==> src/rtl/enemy_pkg.sv <==
// rtl/enemy_pkg.sv - shared widths, screen geometry and spawn FSM states for the enemy spawner
package enemy_pkg;

  localparam int X_W              = 10;
  localparam int Y_W              = 10;
  localparam int SCREEN_W         = 640;
  localparam int SCREEN_H_DEFAULT = 480;

  typedef enum logic {
    IDLE,
    ADVANCE
  } spawn_state_t;

endpackage

==> src/rtl/lowest_free_sel.sv <==
// rtl/lowest_free_sel.sv - lowest-index priority select over a free-slot mask
module lowest_free_sel #(
  parameter int N = 4,
  localparam int IW = (N > 1) ? $clog2(N) : 1
) (
  input  logic [N-1:0]  free,
  output logic          found,
  output logic [IW-1:0] idx
);

  // Scan from the top so the last hit, the lowest index, wins.
  always_comb begin
    found = 1'b0;
    idx   = '0;
    for (int i = N - 1; i >= 0; i--) begin
      if (free[i]) begin
        found = 1'b1;
        idx   = IW'(i);
      end
    end
  end

endmodule

==> src/rtl/enemy_spawner.sv <==
// rtl/enemy_spawner.sv - consumes generator x values, spawns enemies into a slot table and moves them per frame
module enemy_spawner
  import enemy_pkg::*;
#(
  parameter int N_SLOTS      = 4,
  parameter int SPAWN_FRAMES = 60,
  parameter int SPEED        = 2,
  parameter int SCREEN_H     = SCREEN_H_DEFAULT
) (
  input  logic                     clk,
  input  logic                     reset,
  input  logic                     frame_tick,
  input  logic                     spawn_en,
  input  logic [X_W-1:0]           x_in,
  input  logic [N_SLOTS-1:0]       kill,
  output logic                     next,
  output logic [N_SLOTS-1:0]       active,
  output logic [N_SLOTS*X_W-1:0]   enemy_x,
  output logic [N_SLOTS*Y_W-1:0]   enemy_y
);

  localparam int TW = (SPAWN_FRAMES > 1) ? $clog2(SPAWN_FRAMES) : 1;
  localparam int IW = (N_SLOTS > 1) ? $clog2(N_SLOTS) : 1;
  localparam int YN = Y_W + 1;

  spawn_state_t                  state_q, state_d;
  logic [TW-1:0]                 timer_q, timer_d;
  logic                          pending_q, pending_d;
  logic [N_SLOTS-1:0]            active_q, active_d;
  logic [N_SLOTS-1:0][X_W-1:0]   x_q, x_d;
  logic [N_SLOTS-1:0][Y_W-1:0]   y_q, y_d;
  logic [YN-1:0]                 y_new;
  logic                          free_found;
  logic [IW-1:0]                 free_idx;
  logic                          spawn;
  logic                          expire;

  lowest_free_sel #(
    .N (N_SLOTS)
  ) u_sel (
    .free  (~active_q),
    .found (free_found),
    .idx   (free_idx)
  );

  always_comb begin
    state_d   = state_q;
    timer_d   = timer_q;
    pending_d = pending_q;
    active_d  = active_q;
    x_d       = x_q;
    y_d       = y_q;
    y_new     = '0;
    expire    = 1'b0;
    // Spawning is blocked in ADVANCE so x_in is never read before the generator steps.
    spawn     = (state_q == IDLE) && pending_q && free_found;

    if (frame_tick && spawn_en) begin
      if (timer_q == TW'(SPAWN_FRAMES - 1)) begin
        timer_d = '0;
        expire  = 1'b1;
      end else begin
        timer_d = timer_q + TW'(1);
      end
    end

    if (spawn)  pending_d = 1'b0;
    if (expire) pending_d = 1'b1;

    case (state_q)
      IDLE:    if (spawn) state_d = ADVANCE;
      ADVANCE: state_d = IDLE;
      default: state_d = IDLE;
    endcase

    for (int i = 0; i < N_SLOTS; i++) begin
      if (active_q[i]) begin
        if (kill[i]) begin
          active_d[i] = 1'b0;
        end else if (frame_tick) begin
          // 11-bit sum so a y near 1023 cannot wrap back on screen.
          y_new = {1'b0, y_q[i]} + YN'(SPEED);
          if (y_new >= YN'(SCREEN_H)) active_d[i] = 1'b0;
          else                        y_d[i]      = y_new[Y_W-1:0];
        end
      end else if (spawn && (free_idx == IW'(i))) begin
        active_d[i] = 1'b1;
        x_d[i]      = x_in;
        y_d[i]      = '0;
      end
    end
  end

  always_ff @(posedge clk) begin
    if (reset) begin
      state_q   <= IDLE;
      timer_q   <= '0;
      pending_q <= 1'b0;
      active_q  <= '0;
      x_q       <= '0;
      y_q       <= '0;
    end else begin
      state_q   <= state_d;
      timer_q   <= timer_d;
      pending_q <= pending_d;
      active_q  <= active_d;
      x_q       <= x_d;
      y_q       <= y_d;
    end
  end

  assign next    = (state_q == ADVANCE);
  assign active  = active_q;
  assign enemy_x = x_q;
  assign enemy_y = y_q;

endmodule

==> config.mk <==
export PLATFORM = sky130hd
export DESIGN_NAME = enemy_spawner
export DESIGN_NICKNAME = d
export VERILOG_FILES = /design/src/rtl/enemy_pkg.sv /design/src/rtl/lowest_free_sel.sv /design/src/rtl/enemy_spawner.sv
export SDC_FILE = /design/constraint.sdc
export NUM_CORES = 1
export LEC_CHECK = 0
export BUFFER_PORTS_ARGS = -buffer_cell sky130_fd_sc_hd__buf_2
export CORE_UTILIZATION = 57
export DETAILED_ROUTE_END_ITERATION = 6
export PLACE_DENSITY = 0.85
export SLEW_MARGIN = 0
export SYNTH_ARGS = -nofsm -noshare
export SYNTH_HDL_FRONTEND = slang
export SYNTH_SLANG_ARGS = --single-unit
==> constraint.sdc <==
create_clock -name clk -period 5.9 [get_ports clk]
set_clock_uncertainty 0.15 [all_clocks]
set_input_delay 0.59 -clock clk [delete_from_list [all_inputs] [get_ports clk]]
set_output_delay 0.59 -clock clk [all_outputs]
set_load 0.03 [all_outputs]
==> results of run 1 <==
-- worst min-delay path by stage --
stage	startpoint	to	slack, ps	cells after the start
after CTS	enemy_x[4]	enemy_x[4]	310	2
final	enemy_x[24]	enemy_x[24]	310	2
after global routing	enemy_x[33]	enemy_x[33]	330	2
after floorplan	timer_q[1]	timer_q[1]	300	2
after detailed placement	enemy_x[4]	enemy_x[4]	300	2
after global placement	enemy_x[36]	enemy_x[36]	290	2
-- cells by family (layout without fill, tap and decap cells) --
family	Yosys count	after routing	share of synthesized area, %
adders and majority gates	5	5	1.53
AOI/OAI and AO/OA	119	119	20.5
buffers and inverters	39	126	4.37
other	1	4	0.0915
xor gates and xnor gates	8	8	1.71
and+or+nand+nor	227	227	27.1
muxes	6	6	1.68
DFF	88	88	43.0
-- layer usage --
metal  routed length (um)  vias to the layer above
met5                    0                        -
met4                  185                        0
met3                  771                       16
met2                 4920                      155
met1                 4400                     1850
li1                     -                     1890
-- registers in the layout, indices dropped and copies added, names as in the netlist --
signal / count
pending_q: 1
active: 4
timer_q: 6
enemy_y: 36
next: 1
enemy_x: 40
-- power by group --
part	internal, mW	switching (mW)
Clock	0.242	0.230
Sequential	0.594	0.000813
Combinational	0.00695	0.0215
-- synth_stat cells (2+ instances only) --
library cell	n	area (sq um)
o211ai_1	3	22.5
a41o_1	3	30.0
inv_1	7	26.3
or3_4	3	33.8
a21oi_1	66	330
mux2i_1	2	20.0
xnor2_1	5	43.8
clkbuf_1	18	67.6
nand4_1	3	18.8
or2_2	4	25.0
buf_2	2	10.0
nor3_2	2	20.0
buf_4	8	60.1
and2_1	3	18.8
nand3_1	27	135
nand2_1	107	402
nor3b_1	3	22.5
buf_1	3	11.3
a31oi_1	4	25.0
dfxtp_1	88	1760
a2111oi_0	2	17.5
a2111oi_4	2	55.1
xor2_1	3	26.3
a21o_1	3	22.5
a211o_1	5	43.8
or3_1	7	43.8
a32o_1	2	20.0
ha_1	5	62.6
and4_1	3	26.3
o21ai_0	7	35.0
nand3b_1	4	30.0
nand2b_1	7	43.8
nor2b_1	2	12.5
a211oi_4	2	40.0
mux2_2	3	33.8
nor2_1	22	82.6
o211ai_2	2	25.0
o21ai_1	4	20.0
and3_1	9	56.3
nor3_1	12	60.1
-- worst min-delay path, cell delays in order (launching register included) --
cell and delay, ps:
dfxtp_1 320, nand2_1 50, a21oi_1 50
-- final cells by class --
type / count / area [sq um]
timing repair buffer: 102 / 520
fill: 563 / 2040
sequential: 88 / 1760
clock buffer: 9 / 124
tap: 96 / 120
inverter: 8 / 30.0
clock inverter: 7 / 101
multi-input combinational: 369 / 2170
-- metrics by stage --
stage | setup WS, ps | hold slack, ps | instance area (sq um) | cells | util [%]
finish | 3200 | 309 | 4820 | 679 | 70.2
global placement | 3320 | 289 | 4600 | 663 | 67.0
detailed placement | 3250 | 296 | 4600 | 663 | 67.0
CTS | 3230 | 310 | 4820 | 679 | 70.2
global route | 3080 | 328 | 4820 | 679 | 70.2
floorplan | 3400 | 304 | 4110 | 496 | -
==> flow_metrics.tcl, run 1 <==
set metrics [dict create \
    status "complete, no violations" \
    synthCells 493 \
    dr.pass1.iters 4 \
    final_common_cell "nand2_1" \
    num_rows 30 \
    dp_hpwl_mm 7.15 \
    hold_viol_final 0 \
    drv_slew 0 \
    grt_busiest_layer "met2" \
    post_cts_resized 0 \
    die_w_um 86.8 \
    synthesis.area_sq_mm 0.00410 \
    routedWlPerCell_um 15.1 \
    fin_crit_sh_pct 45.8 \
    endpoint_kind "flip-flop" \
    drc_errors 0 \
    antenna_found_initial 0 \
    clock-sinks 88 \
    syn_area_per_cell_sq_um 8.31 \
    finalPower_mw 1.10 \
    synth_flop_cell "dfxtp_1" \
    postCtsSetupBuffers 0 \
    critPathLaunch "enemy_y[31]" \
    io_buffers 98 \
    r2r_cells 7 \
    crit_end "enemy_y[37]" \
    ys_seq_area_share_pct 43.0 \
    start_kind "flip-flop" \
    cpMaxStageDelayCell "a211oi_2" \
    setup_violations 0 \
    ios 103 \
    die-height_um 86.8 \
    grt_max_degree 52 \
    cellLeakagePower_nw 1.95 \
    cp.required_ps 6000 \
    die_area_sq_mm 0.00753 \
    critPathKind "reg2reg" \
    dr.first_iter.drc_count 256 \
    path_cells "ha_1 -> and3_1 -> o211ai_1 -> o21bai_1 -> a211oi_2 -> and4_1 -> mux2_2" \
    r2r-start "enemy_y[31]" \
    cp_max_fo 13 \
    grt_first_pass_wirelength_mm 16.8 \
    vdd_drop_max_v 0.000147 \
    floorplan.initialDensity_pct 59.6 \
    diodes 0 \
    nets 601 \
    fp.coreArea_sq_mm 0.00687 \
    cts_max_level 3 \
    root_buffer "clkbuf_8" \
    synth.yosys.warnings 0 \
    clk_path_buf_depth 2 \
    cp_top_family "compound AO/OA/AOI/OAI gates" \
    viasPerCell 5.76 \
    crit_buf_inv 0 \
    synth-edff-count 0 \
    antenna_left 0 \
    areaGrowthSynthToFinish_pct 17.8 \
    slew_headroom_pct 32.3 \
    setup_tns_ps 0 \
    yosysUniqueCellTypes 66 \
    cap_violations 0 \
    reg2reg_slack_ps 3200 \
    grt_use_met1_pct 35.9 \
    gr-total-overflow 0 \
    drt_wl_total_mm 10.3 \
    layout_common_cells "nand2_1, buf_2, dfxtp_1, a21oi_1, nand3_1" \
    fmax_mhz 370 \
    clkTransAtPathRegs_ps 90 \
    worst_ep_arrival_time_ps 2800 \
    grt_pass1_vias 3537 \
    drive_gt1_share_pct 25.4 \
    power_density_mw_per_mm2 227 \
    cts_hold_buf 0 \
    worstSkewPairLatency_ps 360 \
    place_congestion 0.878 \
    hp-class "reg2reg" \
    r2r_end "enemy_y[37]" \
    vias 3911 \
    use_met2_pct 47.5 \
    slowest_delay_ps 640 \
    fin_crit_ps 2700 \
    ys_ff_latch 88 \
    cts_tree "done" \
    use_met3_pct 7.52 \
    grt_use_total_pct 28.7 \
    worst-path-stages 7 \
    ys_async_sr_fraction_pct 0 \
    rsz0062_at_grt "no" \
    worst_pin_slew_ps 1010 \
    numCtsBuffers 9 \
]
(Power assumes the default switching activity.)
==> run 2, diff against run 1 <==
--- a/config.mk
+++ b/config.mk
@@ -6,9 +6,9 @@
 export NUM_CORES = 1
 export LEC_CHECK = 0
 export BUFFER_PORTS_ARGS = -buffer_cell sky130_fd_sc_hd__buf_2
-export CORE_UTILIZATION = 57
+export CORE_UTILIZATION = 48
 export DETAILED_ROUTE_END_ITERATION = 6
-export PLACE_DENSITY = 0.85
+export PLACE_DENSITY = 0.76
 export SLEW_MARGIN = 0
 export SYNTH_ARGS = -nofsm -noshare
 export SYNTH_HDL_FRONTEND = slang
==> constraint.sdc (replaced) <==
create_clock -name clk -period 2.2 [get_ports clk]
set_clock_uncertainty 0.15 [all_clocks]
set_input_delay 0.22 -clock clk [delete_from_list [all_inputs] [get_ports clk]]
set_output_delay 0.22 -clock clk [all_outputs]
set_load 0.03 [all_outputs]
==> flow_metrics.tcl, run 2 (same netlist as run 1, synthesis figures left out) <==
set metrics [dict create \
    fp.coreArea_sq_mm 0.00826 \
    place_congestion 0.921 \
    numCtsBuffers 9 \
    io_buffers 98 \
    clkTransAtPathRegs_ps 100 \
    power_density_mw_per_mm2 510 \
    ios 103 \
    die_w_um 94.4 \
    clock-sinks 88 \
    grt_pass1_vias 3858 \
    dr.first_iter.drc_count 179 \
    root_buffer "clkbuf_8" \
    drive_gt1_share_pct 35.5 \
    worst_ep_arrival_time_ps 2280 \
    vias 4184 \
    grt_use_total_pct 25.8 \
    dp_hpwl_mm 7.76 \
    cts_tree "done" \
    largest_register_ffs 40 \
    clk_path_buf_depth 2 \
    final_common_cell "nand2_1" \
    critPathKind "reg2reg" \
    post-place-ws_ps -5.23 \
    routedWlPerCell_um 15.7 \
    viasPerCell 5.68 \
    slowest_delay_ps 370 \
    status "complete, no violations" \
    fin_hold_ws_ps 34.1 \
    drc_errors 0 \
    layout_common_cells "nand2_1, buf_2, dfxtp_1, a21oi_1, buf_4" \
    path_cells "ha_4 -> and3_4 -> o211ai_1 -> o21bai_1 -> a211oi_2 -> and4_1 -> mux2_4" \
    fillCellCount 689 \
    cp.required_ps 2310 \
    fin_crit_sh_pct 98.8 \
    vdd_drop_max_v 0.000354 \
    setup_tns_ps 0 \
    gr-total-overflow 0 \
    cpMaxStageDelayCell "dfxtp_4" \
    setup_ws_ps 25.4 \
    antenna_found_initial 0 \
    hold_viol_final 0 \
    fmax_mhz 460 \
    antenna_left 0 \
    grt_first_pass_wirelength_mm 18.0 \
    cellLeakagePower_nw 2.19 \
    fin_crit_ps 2170 \
    hp-class "in2reg" \
    cp_max_fo 4 \
    start_kind "flip-flop" \
    floorplan.initialDensity_pct 49.6 \
    drv_slew 0 \
    rsz0062_at_grt "yes" \
    cts_max_level 3 \
    cap_violations 0 \
    die-height_um 94.4 \
    drt_wl_total_mm 11.6 \
    diodes 0 \
    slew_headroom_pct 52.4 \
    setup_violations 0 \
    grt_max_degree 48 \
    num_rows 33 \
    endpoint_kind "flip-flop" \
    die_area_sq_mm 0.00891 \
    worstSkewPairLatency_ps 360 \
    nets 649 \
    dr.pass1.iters 5 \
    worst_pin_slew_ps 709 \
    areaGrowthSynthToFinish_pct 32.4 \
]
==> run 2: path summary, 6_finish.rpt <==
path | start | to | slack (ps) | cells after the start
max | enemy_y[31] | enemy_y[37] | 30 | 7
min | kill[3] | active[3] | 30 | 4
max reg2reg | enemy_y[31] | enemy_y[37] | 30 | 7
min reg2reg | enemy_x[2] | enemy_x[2] | 310 | 2
==> run 2: report_power, final <==
| part | internal [mW] | switching [mW] |
|---|---|---|
| logic | 0.0383 | 0.0682 |
| registers | 1.58 | 0.00207 |
| clock network | 0.453 | 0.620 |
==> run 2: per-stage QoR <==
step	cell area [sq um]	util, %	power [mW]	instances
finish	5430	65.7	2.77	736
global route	5430	65.7	2.87	736
CTS	5180	62.7	2.79	730
detailed placement	4860	58.8	1.72	701
global placement	4860	58.8	1.71	701
floorplan	4130	-	1.68	496
==> run 2: what timing repair did <==
item / in CTS / in global routing
buffers inserted: 0 / 7
pin swaps: 5 / 16
gates resized for setup: 2 / 46
hold buffers: 13 / 0
setup endpoints to repair: 2 / 27
endpoints found under the hold margin: 42 / 0
==> run 2: area by class of cell <==
cell class	count	area, sq um	area share (%)
multi-input combinational	369	2360	43.5
sequential	88	1800	33.2
timing repair buffer	150	913	16.8
clock buffer	10	138	2.54
tap	105	131	2.42
clock inverter	6	48.8	0.899
inverter	8	30.0	0.554
==> run 2: per-layer routing <==
metal	share of wire, %	up-vias	track usage (%)
li1	-	1989	-
met1	42	1993	31.1
met2	49	171	43.7
met3	7.1	31	7.33
met4	2.0	0	8.97
met5	0	-	0
==> run 2: worst max-delay path: cells and delay by family, from the launching register on <==
family                   cells  cell delay, ps
flip-flops                   1             370
AND/OR/NAND/NOR              2             460
adder cells (fa/ha/maj)      1             170
AO/OA/AOI/OAI                3             620
multiplexers                 1             300
==> run 3, diff against run 2 <==
--- a/config.mk
+++ b/config.mk
@@ -8,7 +8,7 @@
 export BUFFER_PORTS_ARGS = -buffer_cell sky130_fd_sc_hd__buf_2
 export CORE_UTILIZATION = 48
 export DETAILED_ROUTE_END_ITERATION = 6
-export PLACE_DENSITY = 0.76
+export PLACE_DENSITY = 0.83
 export SLEW_MARGIN = 0
 export SYNTH_ARGS = -nofsm -noshare
 export SYNTH_HDL_FRONTEND = slang
==> flow_metrics.tcl, run 3 (same netlist as run 1, synthesis figures left out) <==
set metrics [dict create \
    cap_violations 0 \
    fillCellCount 697 \
    reg2reg_slack_ps 40 \
    clk_path_buf_depth 2 \
    antenna_found_initial 0 \
    postPlaceCellArea_sq_mm 0.00486 \
    whs_endpoint "enemy_x[0]" \
    r2r_end "enemy_y[38]" \
    cellLeakagePower_nw 2.16 \
    fin_crit_ps 2160 \
    die_area_sq_mm 0.00891 \
    cp_max_fo 7 \
    power_density_mw_per_mm2 510 \
    setup_violations 0 \
    hold_viol_final 0 \
    routedWlPerCell_um 15.3 \
    vias 4083 \
    ios 103 \
    gr-total-overflow 0 \
    worstSkewPairLatency_ps 350 \
    rsz0062_at_grt "yes" \
    dr.first_iter.drc_count 261 \
    cts_max_level 3 \
    seq_area_sq_mm 0.00179 \
    endpoint_kind "flip-flop" \
    start_kind "flip-flop" \
    fin_hold_ws_ps 4.10 \
    largest_register_ffs 40 \
    drv_slew 0 \
    cp.required_ps 2300 \
    diodes 0 \
    grt_first_pass_wirelength_mm 18.0 \
    fin_crit_sh_pct 98.0 \
    clock-sinks 88 \
    antenna_left 0 \
    slew_headroom_pct 59.5 \
    drt_wl_total_mm 11.2 \
    nets 646 \
    drive_gt1_share_pct 34.9 \
    drc_errors 0 \
    grt_pass1_vias 3870 \
    fmax_mhz 464 \
    critPathKind "reg2reg" \
    worst_ep_arrival_time_ps 2250 \
    viasPerCell 5.57 \
    die_w_um 94.4 \
    place_congestion 0.913 \
    setup_tns_ps 0 \
    postLayoutCellArea_sq_mm 0.00534 \
    floorplan.initialDensity_pct 49.6 \
    status "complete, no violations" \
    io_buffers 98 \
    grt_max_degree 37 \
    multi_input_area_sq_mm 0.00232 \
    clkTransAtPathRegs_ps 90 \
    dp_cells 702 \
    holdPathStages 3 \
    numCtsBuffers 9 \
    r2r_cells 8 \
    layout_common_cells "nand2_1, buf_2, dfxtp_1, a21oi_1, buf_4" \
    fp.coreArea_sq_mm 0.00826 \
    stdcell_count 733 \
    r2r-start "enemy_y[31]" \
    areaGrowthSynthToFinish_pct 30.4 \
    root_buffer "clkbuf_8" \
    die-height_um 94.4 \
    vdd_drop_max_v 0.000417 \
    worst_pin_slew_ps 608 \
    finalPower_mw 2.73 \
    hp-class "in2reg" \
    num_rows 33 \
    dp_hpwl_mm 7.72 \
    cts_tree "done" \
    grt_use_total_pct 25.6 \
    final_common_cell "nand2_1" \
    hold_start "x_in[0]" \
    dr.pass1.iters 4 \
]
-- run 3: changes by cell type in the layout (fill, tap and decap cells not counted), moves of 2 or more --
cell | previous run | this run
dfxtp_1 | 69 | 72
dfxtp_4 | 7 | 4
dlygate4sd3_1 | 13 | 10
inv_6 | 3 | 0
a2111oi_4 | 4 | 2
-- run 3: layout make-up --
| type | count | area share, % |
|---|---|---|
| Multi-Input combinational cell | 369 | 43.4 |
| Sequential cell | 88 | 33.5 |
| Timing Repair Buffer | 147 | 16.6 |
| Clock buffer | 12 | 2.90 |
| Tap cell | 105 | 2.46 |
| Inverter | 8 | 0.562 |
| Clock inverter | 4 | 0.539 |
-- run 3: repair_timing --
item,CTS,global route
resized for setup,2,37
hold endpoints to repair,27,0
buffers inserted,4,1
pin swaps,5,15
hold buffers,10,0
endpoints found under the setup margin,7,33
-- run 3: per-stage QoR --
stage	util, %	setup WS, ps
after floorplan	-	-14.9
after global placement	58.9	54.2
after detailed placement	58.9	-31.7
after CTS	62.9	1.64
after global routing	64.7	-45.6
final	64.7	43.4
-- run 3: worst max path at each step --
stage | start | to | depth (start not counted)
global route | enemy_y[31] | enemy_y[38] | 8
finish | enemy_y[31] | enemy_y[38] | 8
detailed placement | enemy_y[1] | enemy_y[8] | 8
CTS | enemy_y[12] | enemy_y[17] | 6
global placement | enemy_y[31] | enemy_y[38] | 8
floorplan | enemy_y[1] | enemy_y[7] | 7
-- run 3: metal layers --
| metal | share of wire (%) | global-route usage, % |
|---|---|---|
| met2 | 48 | 42.1 |
| met3 | 7.0 | 6.68 |
| met4 | 2.0 | 9.36 |
| met5 | 0 | 0 |
| met1 | 43 | 32.0 |
-- run 3: where the power goes --
group,internal (mW),total [mW],switching [mW]
Clock,0.473,1.03,0.561
Combinational,0.0346,0.102,0.0678
Sequential,1.59,1.59,0.00229
-- run 3: critical path: stages, from the launching register on --
cell	delay, ps
dfxtp_4	370
ha_4	160
and3_4	190
nor3b_4	200
o21ai_2	90
a211oi_2	330
buf_4	210
nand3_2	70
mux2_4	290
